$ cat src/rtl/mux4_pkg.sv
// Shared types and constants for the 4:1 selector block: select encoding and
// default counter width.
package mux4_pkg;

  typedef enum logic [1:0] {
    SEL_A = 2'd0,
    SEL_B = 2'd1,
    SEL_C = 2'd2,
    SEL_D = 2'd3
  } sel_t;

  localparam int CNT_W_DEFAULT = 8;
  localparam int NUM_IN        = 4;

endpackage : mux4_pkg

$ cat src/rtl/mux4_core.sv
// Purely combinational 4:1 selector. An unknown select code drives an unknown
// result so simulation exposes undriven selects instead of masking them.
module mux4_core
  import mux4_pkg::*;
#(
  parameter int WIDTH = 1
) (
  input  logic [WIDTH-1:0] a,
  input  logic [WIDTH-1:0] b,
  input  logic [WIDTH-1:0] c,
  input  logic [WIDTH-1:0] d,
  input  logic [1:0]       sel,
  output logic [WIDTH-1:0] y
);

  // select one data input from the 2-bit code
  always_comb begin
    y = {WIDTH{1'b0}};
    case (sel)
      SEL_A:   y = a;
      SEL_B:   y = b;
      SEL_C:   y = c;
      SEL_D:   y = d;
      default: y = {WIDTH{1'bx}};
    endcase
  end

endmodule : mux4_core

$ cat src/rtl/mux4.sv
// 4:1 selector with a registered output, a registered valid flag and four
// saturating per-input selection counters.
module mux4
  import mux4_pkg::*;
#(
  parameter int WIDTH = 1,
  parameter int CNT_W = CNT_W_DEFAULT
) (
  input  logic             clk,
  input  logic             rst,
  input  logic [WIDTH-1:0] a,
  input  logic [WIDTH-1:0] b,
  input  logic [WIDTH-1:0] c,
  input  logic [WIDTH-1:0] d,
  input  logic             sel1,
  input  logic             sel0,
  input  logic             in_valid,
  input  logic [1:0]       cnt_idx,
  output logic [WIDTH-1:0] y,
  output logic [WIDTH-1:0] y_q,
  output logic             out_valid,
  output logic [CNT_W-1:0] cnt_out
);

  // Counter increment that sticks at all-ones instead of wrapping.
  function automatic logic [CNT_W-1:0] sat_inc(input logic [CNT_W-1:0] v);
    logic [CNT_W-1:0] r;
    if (v == {CNT_W{1'b1}}) begin
      r = v;
    end else begin
      r = v + CNT_W'(1'b1);
    end
    return r;
  endfunction

  logic [1:0]       sel_s;
  logic [WIDTH-1:0] y_s;
  logic [WIDTH-1:0] y_reg_d, y_reg_q;
  logic             out_valid_d, out_valid_q;
  logic [CNT_W-1:0] cnt_d [NUM_IN];
  logic [CNT_W-1:0] cnt_q [NUM_IN];

  assign sel_s = {sel1, sel0};

  mux4_core #(
    .WIDTH (WIDTH)
  ) u_core (
    .a   (a),
    .b   (b),
    .c   (c),
    .d   (d),
    .sel (sel_s),
    .y   (y_s)
  );

  assign y = y_s;

  // next state of the output register and valid flag; reset wins over traffic
  always_comb begin
    y_reg_d     = y_reg_q;
    out_valid_d = out_valid_q;
    if (!rst) begin
      y_reg_d     = {WIDTH{1'b0}};
      out_valid_d = 1'b0;
    end else begin
      y_reg_d     = y_s;
      out_valid_d = in_valid;
    end
  end

  // next state of the counters: only the selected one moves, and only on valid
  always_comb begin
    for (int i = 0; i < NUM_IN; i++) begin
      cnt_d[i] = cnt_q[i];
    end
    if (!rst) begin
      for (int i = 0; i < NUM_IN; i++) begin
        cnt_d[i] = {CNT_W{1'b0}};
      end
    end else if (in_valid) begin
      case (sel_s)
        SEL_A:   cnt_d[0] = sat_inc(cnt_q[0]);
        SEL_B:   cnt_d[1] = sat_inc(cnt_q[1]);
        SEL_C:   cnt_d[2] = sat_inc(cnt_q[2]);
        SEL_D:   cnt_d[3] = sat_inc(cnt_q[3]);
        default: cnt_d[0] = cnt_q[0];
      endcase
    end else begin
      cnt_d[0] = cnt_q[0];
    end
  end

  // state registers
  always_ff @(posedge clk) begin
    y_reg_q     <= y_reg_d;
    out_valid_q <= out_valid_d;
    for (int i = 0; i < NUM_IN; i++) begin
      cnt_q[i] <= cnt_d[i];
    end
  end

  assign y_q       = y_reg_q;
  assign out_valid = out_valid_q;
  assign cnt_out   = cnt_q[cnt_idx];

endmodule : mux4

$ cat config.mk
export PLATFORM = sky130hd
export DESIGN_NAME = mux4
export DESIGN_NICKNAME = d
export VERILOG_FILES = /design/src/rtl/mux4_pkg.sv /design/src/rtl/mux4_core.sv /design/src/rtl/mux4.sv
export SDC_FILE = /design/constraint.sdc
export NUM_CORES = 1
export LEC_CHECK = 0
export ABC_AREA = 1
export BUFFER_PORTS_ARGS = -buffer_cell sky130_fd_sc_hd__buf_2
export CORE_ASPECT_RATIO = 0.8
export CORE_MARGIN = 4
export CORE_UTILIZATION = 35
export CTS_CLUSTER_SIZE = 12
export DETAILED_ROUTE_END_ITERATION = 10
export SYNTH_ARGS = -nofsm -noshare
export SYNTH_HDL_FRONTEND = slang
export SYNTH_HIERARCHICAL = 1
export SYNTH_SLANG_ARGS = --single-unit
$ cat constraint.sdc
create_clock -name clk -period 1.55 [get_ports clk]
set_input_delay 0.155 -clock clk [delete_from_list [all_inputs] [get_ports clk]]
set_output_delay 0.155 -clock clk [all_outputs]
set_load 0.03 [all_outputs]
==> parameters.txt, run 1 <==
Parameter                              Value

Run status
  Run status    completed

Global route
  First-pass GRT wire length    about 9 mm
  Initial antenna violation count    0
  Remaining global-route overflow    0
  Global-route usage over all layers    14.19%
  Fraction of met2 tracks used by global routing    22.57%
  Largest net degree at the start of global routing    35
  Met3 routing resource usage after global routing    3.144%
  GR met1 Demand/Resource    19.60%
  Via count of the first global-routing pass    between 1.5k and 2k
  Busiest layer in global routing    met2

Setup path
  Category of the critical setup timing path    flop to output port
  Endpoint arrival time on the critical path    around 1300 ps
  Startpoint of the most critical setup path    cnt_q[1][4]
  Type of element capturing the critical path    output port
  Maximum fanout encountered on the critical timing path    5
  Sort of element at the start of the critical path    flop
  Required time reported for the critical path endpoint    1390 ps
  Beginning of the worst register-to-register path    cnt_q[0][1]

Power
  Leakage power figure    1.122 nW
  Worst-case vdd ir drop    0.0004013 V
  Power per standard cell area    about 720 mW/mm^2
  Total power after layout    1.834 mW

STA
  Final max-slew violation count    0
  Setup slack after layout    87.50 ps
  Relative slew slack    a little under 80%
  Final Cycle Share    94.36%
  Setup repair after global routing missed its margin    false
  Hold Fails Final Rpt    0
  Final clock skew    2.545 ps
  Tmin final    1463 ps
  Setup-violating endpoint count in the final report    0
  Pin slew with the least headroom to its limit    340.2 ps
  Fmax achieved    about 680 MHz
  WHS    270.7 ps
  Final total negative setup slack    0 ps

Cells and area
  Number of standard cells in the layout, taps in and fillers out    479
  Post-synthesis to final-layout area growth    13.24%
  Number of inserted diodes    0
  Fraction of final layout cells with drive strength greater than 1    15.58%
  Number of nets in the final layout    413

Clocking
  Post CTS Setup Buffer Count    0
  TritonCTS Buffers    5
  Maximum buffer depth of the clock tree    2
  Clock sink total    34
  Worst-Skew Late Latency    290 ps
  Count of H-tree levels built during CTS    2
  Worst-path clk slew    70 ps
  # hold bufs at CTS    0
  TritonCTS clock tree    built
  CTS Root Buffer Type    clkbuf_8

Yosys
  Proportion of synthesized chip area in sequential cells    between 30% and 40%
  Largest cells by area after synthesis    dfxtp_1 30%, nand2_1 15%, nor2_1 11%
  Synthesized area    0.002258 mm^2
  Mean Syn Cell Area    between 6 and 7 um^2
  Yosys reg bits    34
  Synthesized instance count    374
  Net Count, Synth    389
  Cell taking the most area after synthesis    dfxtp_1
  Number of different library cells in the post-synthesis netlist    26
  Area fraction of the dominant cell type after synthesis    30.14%
  Warnings, synthesis    6

Detailed routing
  Remaining antenna violation count    0
  Number of remaining DRC errors    0
  Initial DRC Count    ~110
  Vias per cell    4.660
  Drt pass-1 iters    4
  Final WL    5.290 mm
  Total vias in the final route    2232
  Drt wl/cell    11.04 um

Job
  Number of maximum-capacitance constraint violations    0

Placed design
  Worst setup slack before clock tree synthesis    226.5 ps
  Detail Placement HPWL    just under 4 mm
  Number of port buffers    21
  DP Cell Count    about 470
  Final weighted congestion in routability-driven placement    about 0.83

Floorplanning
  Die W    97.81 um
  Total die area    0.007810 mm^2
  Standard-cell rows    25
  Core Box Area    slightly above 0.006 mm^2
  I/O pin count    22
  Die outline height    between 70 and 80 um
  Initial core utilization    37.22%

Hold path
  Worst Hold Class    input port to flop
  Startpoint of the lowest-slack hold path    d
## synthesized netlist by cell type (all sizes together)
| cell type | n |
|---|---|
| clkinv | 1 |
| xor2 | 1 |
| o21ai | 24 |
| ha | 4 |
| dfxtp | 34 |
| buf | 8 |
| nand4 | 9 |
| clkbuf | 1 |
| or2 | 1 |
| inv | 56 |
| nand2 | 93 |
| a21oi | 31 |
| nor2 | 74 |
| nor3 | 3 |
| nand3 | 34 |
## per-layer routing
layer  part of all wire [%]  wire length (um)
met1                     51              2684
met2                     45              2364
met3                    3.8               200
met4                   0.76                40
met5                      0                 0
## path summary, 6_finish.rpt
check / depth (start not counted) / end / slack [ps]
setup / recovery: 5 / cnt_out[4] / 90
hold / removal: 7 / y_q / 270
setup reg to reg: 7 / cnt_q[0][7] / 190
hold reg to reg: 2 / cnt_q[3][7] / 540
## layout by cell type (no fill, tap or decap), drive strengths merged
master	count
nand4	9
nand2	93
ha	4
xor2	1
a21oi	31
nand3	34
or2	1
buf	25
nor2	74
inv	56
o21ai	24
clkbuf	8
clkinv	1
nor3	3
dfxtp	34
## cell families (layout without fill, tap and decap cells)
kind of cell | after synthesis | in the layout | synth area share [%]
flip-flops | 34 | 34 | 30.14
AO/OA/AOI/OAI | 55 | 55 | 12.52
adder cells (fa/ha/maj) | 4 | 4 | 2.216
AND/OR/NAND/NOR | 214 | 214 | 42.71
buffers and inverters | 66 | 90 | 12.02
XOR/XNOR | 1 | 1 | 0.3879
## registers in the layout (all words and copies together), names as in the netlist
signal and flops:
cnt_q 32, out_valid 1, y_q 1
## critical path, stage by stage, from the launching register on
cell and delay (ps):
dfxtp_2 370, inv_1 80, o21ai_1 140, a21oi_1 70, a21oi_1 160, clkbuf_4 210
## final cells by class
type	count	area, um^2
Sequential cell	34	686.9
Inverter	57	214.0
Fill cell	673	3511
Clock buffer	7	76.32
Multi-Input combinational cell	274	1306
Timing Repair Buffer	26	172.7
Tap cell	81	101.3
## per-stage QoR
step / util, % / area, um^2
floorplan: - / 2258
finish: 42.14 / 2557
global route: 42.14 / 2557
global placement: 40.49 / 2457
detailed placement: 40.49 / 2457
CTS: 41.84 / 2539
## timing repair
action	4_1_cts	5_1_grt
gates cloned	0	0
endpoints found under the hold margin	0	0
gates resized for setup	2	16
pin swaps	0	0
setup endpoints to repair	2	7
## power by group
| part | leakage [nW] | switching [mW] | internal (mW) | total [mW] |
|---|---|---|---|---|
| logic | 0.805 | 0.190 | 0.0967 | 0.286 |
| clock network | 0.0383 | 0.327 | 0.310 | 0.636 |
| registers | 0.278 | 0.0180 | 0.894 | 0.912 |
| total | 1.12 | 0.534 | 1.30 | 1.83 |
(Power assumes the default switching activity.)
==> run 2, diff against run 1 <==
--- a/config.mk
+++ b/config.mk
@@ -12,6 +12,7 @@
 export CORE_UTILIZATION = 35
 export CTS_CLUSTER_SIZE = 12
 export DETAILED_ROUTE_END_ITERATION = 10
+export REMOVE_ABC_BUFFERS = 1
 export SYNTH_ARGS = -nofsm -noshare
 export SYNTH_HDL_FRONTEND = slang
 export SYNTH_HIERARCHICAL = 1
==> parameters.txt, run 2 (synthesized netlist as in run 1, its figures left out) <==
Parameter                              Value

Setup path
  Register-to-register path setup slack    160 ps (was 190 ps)
  Top Family by Delay on Critical Path    flip-flops (unchanged)
  Crit-path most repeated cell    a21oi_1 (unchanged)
  Type of element capturing the critical path    output port (unchanged)
  Sort of element at the start of the critical path    flop (unchanged)
  Endpoint arrival time on the critical path    1310 ps (about the same)
  Largest stage delay, worst path    370 ps (about the same)
  Cells along the critical path    inv_1, o21ai_0, a21oi_1, a21oi_1, clkbuf_4 (was inv_1, o21ai_1, a21oi_1, a21oi_1, clkbuf_4)
  Cell type of the slowest stage on the worst timing path    dfxtp_2 (unchanged)
  Required time reported for the critical path endpoint    1390 ps (about the same)
  Maximum fanout encountered on the critical timing path    5 (unchanged)
  Category of the critical setup timing path    flop to output port (unchanged)
  Number of buffers and inverters on the critical path    2 (unchanged)

Floorplanning
  Die outline height    79.85 um (unchanged)
  Core Box Area    0.006068 mm^2 (unchanged)
  Die W    97.81 um (unchanged)
  Standard-cell rows    25 (unchanged)
  Initial core utilization    37.22% (unchanged)
  Total die area    0.007810 mm^2 (unchanged)
  I/O pin count    22 (unchanged)

Detailed routing
  Met2 layer wire length in the routed design    2.365 mm (was 2.364 mm)
  Drt wl/cell    11.32 um (was 11.04 um)
  Top Metal Used    met4 (unchanged)
  Vias per cell    4.744 (was 4.660)
  Total vias in the final route    2277 (was 2232)
  Met1 routed wirelength after detailed routing    2.681 mm (was 2.684 mm)
  Drt pass-1 iters    4 (unchanged)
  Initial DRC Count    127 (was 105)
  Remaining antenna violation count    0 (unchanged)
  Final WL    5.434 mm (was 5.290 mm)
  Number of remaining DRC errors    0 (unchanged)
  Met3 wire length    314 um (was 200 um)

Power
  Power per standard cell area    737.5 mW/mm^2 (was 717.3 mW/mm^2)
  Leakage power figure    1.132 nW (was 1.122 nW)
  Worst-case vdd ir drop    0.0004039 V (was 0.0004013 V)
  Total power after layout    1.900 mW (was 1.834 mW)

Clocking
  Worst-path clk slew    70 ps (about the same)
  Maximum buffer depth of the clock tree    2 (unchanged)
  TritonCTS clock tree    built (unchanged)
  Count of H-tree levels built during CTS    2 (unchanged)
  TritonCTS Buffers    5 (unchanged)
  Post CTS Setup Buffer Count    0 (unchanged)
  Clock sink total    34 (unchanged)
  CTS Root Buffer Type    clkbuf_8 (unchanged)
  # hold bufs at CTS    0 (unchanged)
  Worst-Skew Late Latency    280 ps (was 290 ps)
  Cells resized by post-CTS repair    1 (was 2)

Cells and area
  Commonest non-fill, non-tap cells in the layout    89 x nand2_1, 67 x nor2_1, 51 x inv_1, 30 x a21oi_1, 28 x dfxtp_1 (was 89 x nand2_1, 67 x nor2_1, 51 x inv_1, 30 x a21oi_1, 29 x dfxtp_1)
  Number of inserted diodes    0 (unchanged)
  Number of nets in the final layout    413 (unchanged)
  Biggest register    cnt_q (unchanged)
  Most common library cell in the layout ignoring fill and taps    nand2_1 (unchanged)
  Share of the core filled with cells    42.45% (was 42.14%)
  Fraction of final layout cells with drive strength greater than 1    16.29% (was 15.58%)
  Number of flip-flops in the largest register    32 (unchanged)
  Post-synthesis to final-layout area growth    14.07% (was 13.24%)

Global route
  First-pass GRT wire length    9.052 mm (was 8.990 mm)
  Remaining global-route overflow    0 (unchanged)
  Via count of the first global-routing pass    1967 (was 1917)
  Initial antenna violation count    0 (unchanged)
  Largest net degree at the start of global routing    35 (unchanged)
  Global-route usage over all layers    14.24% (was 14.19%)

STA
  Relative slew slack    72.26% (was 77.32%)
  Setup-violating endpoint count in the final report    0 (unchanged)
  WHS    267.0 ps (was 270.7 ps)
  Fmax achieved    681.2 MHz (was 683.8 MHz)
  Setup slack after layout    81.92 ps (was 87.50 ps)
  Setup repair after global routing missed its margin    true (was false)
  Final clock skew    2.431 ps (was 2.545 ps)
  Tmin final    1468 ps (was 1463 ps)
  Pin slew with the least headroom to its limit    415.7 ps (was 340.2 ps)
  Final max-slew violation count    0 (unchanged)
  Final Cycle Share    94.71% (was 94.36%)
  Hold Fails Final Rpt    0 (unchanged)

Placed design
  Number of port buffers    21 (unchanged)
  Worst setup slack before clock tree synthesis    195.0 ps (was 226.5 ps)
  Detail Placement HPWL    4.074 mm (was 3.923 mm)
  Final weighted congestion in routability-driven placement    0.7720 (was 0.8264)

Run status
  Run status    completed (unchanged)

Job
  Number of maximum-capacitance constraint violations    0 (unchanged)

Hold path
  Worst Hold Class    input port to flop (unchanged)
-- run 2: worst paths after layout --
check,start,endpoint,depth (start not counted)
max reg2reg,cnt_q[0][0],cnt_q[0][6],7
min reg2reg,cnt_q[1][6],cnt_q[1][6],2
max,cnt_q[1][2],cnt_out[2],5
min,sel1,y_q,5
-- run 2: area by class of cell --
cell class / instances / area (um^2)
Fill cell: 663 / 3492
Multi-Input combinational cell: 274 / 1306
Sequential cell: 34 / 688.2
Inverter: 57 / 214.0
Timing Repair Buffer: 26 / 175.2
Tap cell: 81 / 101.3
Clock buffer: 7 / 86.33
Clock inverter: 1 / 5.005
-- run 2: worst register-to-register path: stages (launching register included) --
cell,delay [ps]
dfxtp_1,360
ha_1,240
nand2_1,110
nor2_2,60
a21oi_1,300
nand3_1,110
nand2_1,70
nor2_1,30
-- run 2: where the power goes --
part / total, mW / internal, mW / switching [mW]
clock network: 0.698 / 0.359 / 0.339
logic: 0.288 / 0.0978 / 0.190
registers: 0.914 / 0.894 / 0.0201
-- run 2: stage by stage --
stage               area (um^2)  cells  setup TNS, ps
floorplan                  2201    365              0
global placement           2457    472              0
detailed placement         2457    472              0
CTS                        2551    480              0
global route               2576    480         -36.68
finish                     2576    480              0
-- run 2: metal layers --
metal	up-vias	GRT usage (%)
met2	53	22.64
met5	-	0
met3	7	3.057
met4	0	4.426
li1	1226	-
met1	991	19.32
